==> src/rtl/fwd_axis_out.sv <==
//------------------------------------------------------------------------------
// fwd_axis_out
//
// Forwarder front end placed after the forward arbiter. It accepts a packet
// from the selected packetfilter core and reads its words out of the core
// buffer. It re-emits the packet as an AXI4-Stream master with tlast/tkeep,
// then pulses done to release the core. Reads are credit-limited against a
// small output FIFO, so no returned word is ever dropped, whatever the read
// latency or downstream backpressure.
//
// Optional feature macro: FWD_AXIS_LEN_USER_EN
//   When defined, adds m_axis_tuser [PLEN_WIDTH-1:0]. It carries the packet
//   byte length on every beat.
//
// Ports:
//   clk, rst_n          clock, asynchronous active-low reset
//   rdy / ack           arbiter packet available / forwarder accepts
//   addr, rd_en         core buffer word address and read strobe
//   rd_data, rd_data_vld returned word (byte k at [W-1-8k -: 8]) and valid
//   byte_len            packet length in bytes (sampled after settling)
//   done                one-cycle pulse releasing the core
//   m_axis_*            AXI4-Stream master (tdata, tkeep, tlast, tvalid,
//                       tready, optional tuser)
//------------------------------------------------------------------------------
`timescale 1ns/1ps
module fwd_axis_out #(
  parameter int SN_FWD_ADDR_WIDTH = 8,
  parameter int SN_FWD_DATA_WIDTH = 64,
  parameter int PLEN_WIDTH        = 32,
  parameter int SETTLE            = 2,
  parameter int FIFO_DEPTH        = 8
) (
  input  logic                           clk,
  input  logic                           rst_n,
  input  logic                           rdy,
  output logic                           ack,
  output logic [SN_FWD_ADDR_WIDTH-1:0]   addr,
  output logic                           rd_en,
  input  logic [SN_FWD_DATA_WIDTH-1:0]   rd_data,
  input  logic                           rd_data_vld,
  input  logic [PLEN_WIDTH-1:0]          byte_len,
  output logic                           done,
  output logic [SN_FWD_DATA_WIDTH-1:0]   m_axis_tdata,
  output logic [SN_FWD_DATA_WIDTH/8-1:0] m_axis_tkeep,
  output logic                           m_axis_tlast,
  output logic                           m_axis_tvalid,
`ifdef FWD_AXIS_LEN_USER_EN
  output logic [PLEN_WIDTH-1:0]          m_axis_tuser,
`endif
  input  logic                           m_axis_tready
);

  localparam int BYTES     = SN_FWD_DATA_WIDTH / 8;
  localparam int NW_W      = SN_FWD_ADDR_WIDTH + 1;
  localparam int LEN_W1    = PLEN_WIDTH + 1;
  localparam int CNT_W     = $clog2(FIFO_DEPTH + 1);
  localparam int SUM_W     = CNT_W + 1;
  localparam int PTR_W     = $clog2(FIFO_DEPTH);
  localparam int ENT_W     = SN_FWD_DATA_WIDTH + 1 + BYTES;
  localparam int MAX_WORDS = 1 << SN_FWD_ADDR_WIDTH;
  localparam int SCNT_W    = 4;

  typedef enum logic [2:0] {
    S_IDLE   = 3'd0,
    S_SETTLE = 3'd1,
    S_READ   = 3'd2,
    S_DRAIN  = 3'd3,
    S_DONE   = 3'd4
  } state_t;

  // Keep mask for the final word: top rem bytes valid, rem==0 or a clamped
  // length means the word is full.
  function automatic logic [BYTES-1:0] last_keep(input logic [PLEN_WIDTH-1:0] rem,
                                                 input logic                  clamped);
    logic [BYTES-1:0] k;
    k = '1;
    if (!clamped && (rem != '0)) k = ~({BYTES{1'b1}} >> rem);
    return k;
  endfunction

  state_t                  state_q, state_d;
  logic                    ack_q;
  logic [SCNT_W-1:0]       settle_cnt_q;
  logic [NW_W-1:0]         nwords_q;
  logic [BYTES-1:0]        keep_last_q;
  logic [NW_W-1:0]         issued_q;
  logic [NW_W-1:0]         rcvd_q;
  logic [CNT_W-1:0]        inflight_q;

  logic [ENT_W-1:0]        fifo_mem [FIFO_DEPTH];
  logic [PTR_W-1:0]        wr_ptr_q, rd_ptr_q;
  logic [CNT_W-1:0]        fifo_cnt_q;
  logic [ENT_W-1:0]        head;

  logic                    handshake, settle_last, credit_ok, push, pop;
  logic                    push_last;
  logic [BYTES-1:0]        push_keep;

  // Length decode, used only in the last settle cycle.
  logic [PLEN_WIDTH-1:0]   len_quot, len_rem;
  logic [LEN_W1-1:0]       words_raw;
  logic                    clamp;
  logic [NW_W-1:0]         nwords_d;

  assign len_quot  = byte_len / PLEN_WIDTH'(BYTES);
  assign len_rem   = byte_len % PLEN_WIDTH'(BYTES);
  assign words_raw = {1'b0, len_quot} + LEN_W1'(len_rem != '0);
  assign clamp     = words_raw > LEN_W1'(MAX_WORDS);
  assign nwords_d  = clamp ? NW_W'(MAX_WORDS) : words_raw[NW_W-1:0];

  assign handshake   = (state_q == S_IDLE) && rdy && ack_q;
  assign settle_last = (settle_cnt_q == SCNT_W'(SETTLE - 1));
  // Reserve FIFO space for every outstanding read before issuing another.
  assign credit_ok   = ({1'b0, fifo_cnt_q} + {1'b0, inflight_q}) < SUM_W'(FIFO_DEPTH);
  // Stray read returns outside an active packet are dropped.
  assign push        = rd_data_vld && ((state_q == S_READ) || (state_q == S_DRAIN));
  assign pop         = m_axis_tvalid && m_axis_tready;
  assign push_last   = (rcvd_q == (nwords_q - NW_W'(1)));
  assign push_keep   = push_last ? keep_last_q : '1;

  assign ack  = ack_q;
  assign addr = issued_q[SN_FWD_ADDR_WIDTH-1:0];
  assign done = (state_q == S_DONE);

  always_comb begin
    state_d = state_q;
    rd_en   = 1'b0;
    case (state_q)
      S_IDLE:   if (handshake) state_d = S_SETTLE;
      S_SETTLE: if (settle_last) state_d = (nwords_d == '0) ? S_DONE : S_READ;
      S_READ: begin
        rd_en = credit_ok && (issued_q < nwords_q);
        if (issued_q == nwords_q) state_d = S_DRAIN;
      end
      // Leave DRAIN as the last beat pops so done lands one cycle later.
      S_DRAIN:  if ((inflight_q == '0) &&
                    ((fifo_cnt_q == '0) || ((fifo_cnt_q == CNT_W'(1)) && pop)))
                  state_d = S_DONE;
      S_DONE:   state_d = S_IDLE;
      default:  state_d = S_IDLE;
    endcase
  end

  // Control stage: FSM, counters and read accounting.
  always_ff @(posedge clk or negedge rst_n) begin
    if (!rst_n) begin
      state_q      <= S_IDLE;
      ack_q        <= 1'b0;
      settle_cnt_q <= '0;
      nwords_q     <= '0;
      keep_last_q  <= '0;
      issued_q     <= '0;
      rcvd_q       <= '0;
      inflight_q   <= '0;
    end else begin
      state_q <= state_d;
      ack_q   <= (state_d == S_IDLE);
      if (handshake) begin
        settle_cnt_q <= '0;
        issued_q     <= '0;
        rcvd_q       <= '0;
      end else begin
        if (state_q == S_SETTLE) settle_cnt_q <= settle_cnt_q + SCNT_W'(1);
        if (rd_en)               issued_q     <= issued_q + NW_W'(1);
        if (push)                rcvd_q       <= rcvd_q + NW_W'(1);
      end
      if ((state_q == S_SETTLE) && settle_last) begin
        nwords_q    <= nwords_d;
        keep_last_q <= last_keep(len_rem, clamp);
      end
      case ({rd_en, push})
        2'b10:   inflight_q <= inflight_q + CNT_W'(1);
        2'b01:   inflight_q <= inflight_q - CNT_W'(1);
        default: inflight_q <= inflight_q;
      endcase
    end
  end

`ifdef FWD_AXIS_LEN_USER_EN
  logic [PLEN_WIDTH-1:0] len_q;

  always_ff @(posedge clk or negedge rst_n) begin
    if (!rst_n) begin
      len_q <= '0;
    end else if ((state_q == S_SETTLE) && settle_last) begin
      len_q <= byte_len;
    end
  end

  assign m_axis_tuser = len_q;
`endif

  // FIFO stage: storage {data, last, keep}, no reset on the data array.
  always_ff @(posedge clk) begin
    if (push) fifo_mem[wr_ptr_q] <= {rd_data, push_last, push_keep};
  end

  always_ff @(posedge clk or negedge rst_n) begin
    if (!rst_n) begin
      wr_ptr_q   <= '0;
      rd_ptr_q   <= '0;
      fifo_cnt_q <= '0;
    end else begin
      if (push) wr_ptr_q <= wr_ptr_q + PTR_W'(1);
      if (pop)  rd_ptr_q <= rd_ptr_q + PTR_W'(1);
      case ({push, pop})
        2'b10:   fifo_cnt_q <= fifo_cnt_q + CNT_W'(1);
        2'b01:   fifo_cnt_q <= fifo_cnt_q - CNT_W'(1);
        default: fifo_cnt_q <= fifo_cnt_q;
      endcase
    end
  end

  // Output stage: FIFO head, forced to zero while empty.
  assign head          = fifo_mem[rd_ptr_q];
  assign m_axis_tvalid = (fifo_cnt_q != '0);
  assign m_axis_tdata  = m_axis_tvalid ? head[ENT_W-1 -: SN_FWD_DATA_WIDTH] : '0;
  assign m_axis_tlast  = m_axis_tvalid & head[BYTES];
  assign m_axis_tkeep  = m_axis_tvalid ? head[BYTES-1:0] : '0;

endmodule

==> config.mk <==
export PLATFORM = sky130hd
export DESIGN_NAME = fwd_axis_out
export DESIGN_NICKNAME = d
export VERILOG_FILES = /design/src/rtl/fwd_axis_out.sv
export SDC_FILE = /design/constraint.sdc
export NUM_CORES = 1
export LEC_CHECK = 0
export BUFFER_PORTS_ARGS = -buffer_cell sky130_fd_sc_hd__buf_2
export CORE_UTILIZATION = 60
export DETAILED_ROUTE_END_ITERATION = 16
export GPL_TIMING_DRIVEN = 0
export PLACE_DENSITY = 0.83
export SYNTH_ARGS = -nofsm -noshare
export SYNTH_HDL_FRONTEND = slang
export SYNTH_SLANG_ARGS = --single-unit
==> constraint.sdc <==
create_clock -name clk -period 10.8 [get_ports clk]
set_input_delay 2.16 -clock clk [delete_from_list [all_inputs] [get_ports clk]]
set_output_delay 2.16 -clock clk [all_outputs]
set_load 0.02 [all_outputs]
# Yosys cells after proc, flatten, opt, wreduce, memory -nomap -nowiden
# Memories as Yosys holds them, arrays and structs flattened.
# Index checks and enable logic that the tools add are counted.
# op_classes
addsub	12
magnitude_cmp	3
eq_ne	12
shift	1
muxes	22
bitwise_logic	2
reduce_logical	24
# op_table
op	count
$mux W64	1
$mux W9	5
$reduce_bool A32 Y1	1
$add A29 B1 Y30	1
$gt A30 B9 Y1 const B	1
$mux W8	3
$add A9 B1 Y9 const B	2
$eq A9 B9 Y1	2
$pmux W4 S2	2
$mux W3	5
$add A4 B1 Y4 const B	3
$pmux W3 S4	1
$reduce_bool A2 Y1	5
$logic_and A1 B1 Y1	9
$logic_not A9 Y1	1
$lt A9 B9 Y1	1
$sub A9 B1 Y9 const B	1
$eq A4 B1 Y1 const B	2
$logic_not A4 Y1	2
$mux W4	2
$not A8 Y8	1
$shr A8 B3 Y8 const A	1
$sub A4 B1 Y4 const B	2
$add A3 B1 Y3 const B	2
other kinds (13)	20
# word_totals
reg_bits	57
mem_bits_rw	584
inputBits	101
out_inout_bits	85
word_cells	88
n_memories	1
# memory_table
name	depth	width	read_ports	rd_clocked_by_memory_dff	write_ports	line_no	text
fifo_mem	8	73	1	0	1	90	logic [ENT_W-1:0] fifo_mem [FIFO_DEPTH];

# Logic depth before layout (Yosys ltp)
# depth
word_depth	9
depth_mapped	15

# Least setup slack after synthesis
# No wires, ideal clock.
# synth_path
path_kind	in2reg
start	in rd_data_vld
end	mem fifo_mem[0][0] (netlist bit), enable pin
setup_ns	0.685
arrival_time_ns	9.271
required_ns	10.115
slack_ns	0.844
path_stages	2
n_path_buf	0
path_cell_list	nand2_1 nor4_1
# synth_between
elab_chain_len	3
# synth_lines
item	line_no	text
start, declared	40	input logic rd_data_vld,
$logic_and A1 B1 Y1	116	assign push = rd_data_vld && ((state_q == S_READ) || (state_q == S_DRAIN));
$mux W1	195	if (push) fifo_mem[wr_ptr_q] <= {rd_data, push_last, push_keep};
$mux W1 (implied by the code)	195	
end, declared	90	
# No other way between the ends.

# Worst setup path in the final report
# layout_path
start	reg rd_ptr_q[0]
end	out m_axis_tkeep[1]
# layout_between
elab_chain_len	2
# layout_lines
item	line_no	text
start, declared	91	logic [PTR_W-1:0] wr_ptr_q, rd_ptr_q;
start signal, assigned	205	if (pop) rd_ptr_q <= rd_ptr_q + PTR_W'(1);
$mem_v2 Z8 W73	n/a	
$mux W8	219	assign m_axis_tkeep = m_axis_tvalid ? head[BYTES-1:0] : '0;
end, declared	44	output logic [SN_FWD_DATA_WIDTH/8-1:0] m_axis_tkeep,
# No other way between the ends.

==> impl_metrics.py <==
metrics = {
    "sta": {
        "slew_violations": 0,
        "timing.fmax_ghz": 0.169,
        "finalCritPeriodShare": 0.549,
        "min_period_ns": 5.93,
        "worst_clock_skew_ns": 0.0185,
        "rsz0062_at_grt": "no",
        "fin_hold_ws_ns": 0.497,
        "slew_headroom": 0.291,
        "setup-tns-final_ns": 0,
        "tightest_slew_ns": 1.06,
        "hold_violations": 0,
        "setup_violations": 0,
    },
    "place": {
        "hpwlAfterDp_um": 37100,
        "io_buffers": 184,
        "gp_congestion": 0.828,
    },
    "critical_path": {
        "r2r-start": "nwords_q[6]$_DFFE_PN0P_",
        "slowest_delay_ns": 0.86,
        "start_kind": "register",
        "crit_top_cell": "clkbuf_1",
        "crit_type": "register to primary output",
        "r2r_slack_ns": 7.38,
        "rr_worst_depth": 15,
        "crit_arrival_ns": 3.77,
        "cp_slowest_cell": "buf_1",
        "required_ns": 8.64,
        "worstPathMaxFanout": 10,
        "reg2reg_to": "inflight_q[3]$_DFFE_PN0P_",
        "path_cells": "clkbuf_1 > clkbuf_1 > buf_1 > mux4_2 > mux2i_1 > nor2_1 > buf_2",
        "critPathCaptureType": "primary output",
        "startpoint": "rd_ptr_q[0]$_DFFE_PN0P_",
    },
    "yosys": {
        "synth_edf_count": 584,
        "syn_avg_cell_area_um2": 18.5,
        "synth_ff_type": "edfxtp_1",
        "syn_inst": 1419,
        "synth_warnings": 0,
        "syn_nets": 1549,
        "ys_seq_elements": 641,
        "async_flop_share": 0.0889,
        "yosys.cell_types.count": 69,
        "synth_area_mm2": 0.0263,
        "ys_seq_area_frac": 0.721,
    },
    "status": {
        "status": "completed",
    },
    "pwr": {
        "p_seq_frac": 0.396,
        "internal_power_mw": 5.31,
        "p_leak_nw": 10.5,
        "powerDensity_mw_per_mm2": 261,
        "clkPwrFrac": 0.258,
        "pwr-share-comb": 0.346,
        "p_sw_frac": 0.336,
        "switchingPower_mw": 2.69,
        "peakVddDrop_v": 0.000173,
    },
    "die": {
        "core_mm2": 0.0432,
        "initial_utilization": 0.609,
        "die_h_um": 211,
        "pin_count": 186,
        "std_cell_rows": 76,
        "die_area_mm2": 0.0447,
        "die-width_um": 211,
    },
    "clock_network": {
        "cts_hold_buf": 0,
        "cts_inserted_buffers": 60,
        "cts_tree": "yes",
        "cts_setup_buffers": 0,
        "cts_root_buffer": "clkbuf_16",
        "clock_latency_ns": 0.63,
        "numClockSinks": 641,
        "h-tree-depth": 2,
        "cts_buffer_depth": 3,
        "cts.repair.resized": 0,
        "clk_pin_slew_ns": 0.06,
    },
    "worst_hold_path": {
        "hp-class": "register to register",
        "holdPathEnd": "inflight_q[3]$_DFFE_PN0P_",
        "worstHoldStart": "inflight_q[3]$_DFFE_PN0P_",
        "whs_path_depth": 1,
    },
    "finish": {
        "syn2layout_area_growth_pct": 16.4,
        "drive_gt1_frac": 0.290,
        "fillers": 2567,
        "nNetsFinal": 1850,
    },
    "global_routing": {
        "grt_overflow": 0,
        "antenna_found_initial": 5,
        "first_global_vias": 15100,
        "grt_max_degree": 58,
        "grt_usage": 0.277,
        "grt_pass1_wl_um": 90900,
    },
    "drt": {
        "dr_total_vias": 14700,
        "drtIter0Drc": 1743,
        "route.detailed.drc": 0,
        "wl_per_cell_um": 25.6,
        "ant_nets": 0,
        "drt-total-wl_um": 60400,
        "firstDrtPassIters": 6,
        "via_per_inst": 6.22,
    },
    "flow_run": {
        "max_cap_viol_count": 0,
    },
}
[cells in the final DEF (no fill, tap or decap), types with 30 or more instances in the layout]
cell	instances
edfxtp_1	584
buf_2	184
mux4_2	146
nor2_1	119
mux2i_1	81
clkbuf_16	62
clkbuf_1	58
dfrtp_1	57
nand2_1	42
nand3_1	30
[metal layers]
layer	part of all wire	GRT usage
met2	0.52	0.473
met1	0.38	0.361
met4	0.026	0.0882
met5	0.00058	0
met3	0.078	0.0546
[worst max path at each step]
stage	depth (start not counted)	end	slack (ns)
floorplan	2	fifo_mem[0][0]$_DFFE_PP_	0.84
global placement	3	fifo_mem[0][43]$_DFFE_PP_	-6.05
detailed placement	13	keep_last_q[0]$_DFFE_PN0P_	5.12
CTS	7	m_axis_tkeep[1]	4.82
global route	7	m_axis_tdata[63]	4.68
finish	7	m_axis_tkeep[1]	4.87
[logic make-up after synthesis]
logic type | synth area share
compound gates | 0.0229
xor+xnor | 0.0136
fa+ha+maj | 0.0141
buf+inv | 0.0166
flops | 0.721
mux | 0.157
simple gates | 0.0554
[worst max-delay path: cells and delay by family, from the launching register on]
family	cells	cell delay, ns
and+or+nand+nor	1	0.13
buffers and inverters	4	1.88
muxes	2	0.80
DFF	1	0.34
[state kept, by name, summed over array words and instances, names as in the netlist]
name and flops:
fifo_cnt_q 4, rd_ptr_q 3, rcvd_q 9, settle_cnt_q 4, keep_last_q 8, fifo_mem 584, ack 1, issued_q 9
inflight_q 4, wr_ptr_q 3, nwords_q 9, state_q 3
[metrics by stage]
| step | util | total power, mW | instances | setup slack (ns) | cell area, um^2 |
|---|---|---|---|---|---|
| 3_5_place_dp | 0.665 | 5.95 | 2243 | 5.12 | 28700 |
| 3_3_place_gp | 0.648 | 5.85 | 2188 | -6.05 | 28000 |
| 4_1_cts | 0.709 | 8.04 | 2355 | 4.82 | 30600 |
| 6_report | 0.709 | 8.00 | 2362 | 4.87 | 30600 |
| 2_1_floorplan | - | 5.04 | 1419 | 0.844 | 26300 |
| 5_1_grt | 0.709 | 8.33 | 2358 | 4.68 | 30600 |
[power by group through the flow]
stage | Sequential (mW) | Combinational (mW) | Clock, mW
after global placement | 3.28 | 2.57 | 0
after detailed placement | 3.21 | 2.74 | 0
after CTS | 3.17 | 2.79 | 2.08
final | 3.17 | 2.77 | 2.06
after floorplan | 3.21 | 1.83 | 0
after global routing | 3.19 | 2.96 | 2.18
[Yosys cell counts (all sizes together) (4+ instances only)]
library cell | count | share of area
nand4 | 9 | 0.0027
a21o | 5 | 0.0014
inv | 28 | 0.0040
clkbuf | 39 | 0.0057
nand3 | 30 | 0.0057
nand2 | 42 | 0.0060
or2 | 9 | 0.0021
ha | 28 | 0.013
o21ai | 14 | 0.0027
a31oi | 7 | 0.0017
and2 | 8 | 0.0020
buf | 32 | 0.0068
xor2 | 19 | 0.0063
a32o | 6 | 0.0023
dfrtp | 57 | 0.054
nor4 | 9 | 0.0027
nor2 | 122 | 0.017
a41oi | 4 | 0.0013
o2111ai | 4 | 0.0013
xnor2 | 22 | 0.0073
a21oi | 17 | 0.0032
edfxtp | 584 | 0.67
a211oi | 4 | 0.0016
nand2b | 8 | 0.0019
and3 | 17 | 0.0042
nor3 | 15 | 0.0029
or3 | 7 | 0.0017
mux2i | 81 | 0.031
or4 | 5 | 0.0014
mux4 | 146 | 0.12
[final cells by class]
class / count / area [um^2] / area share
inverter: 29 / 109 / 0.00355
sequential: 641 / 19000 / 0.619
antenna: 7 / 17.5 / 0.000572
tap: 585 / 732 / 0.0239
multi-input combinational: 678 / 6960 / 0.227
clock inverter: 28 / 248 / 0.00809
timing repair buffer: 239 / 1610 / 0.0526
buffer: 71 / 328 / 0.0107
clock buffer: 84 / 1650 / 0.0540
(Power assumes the default switching activity.)
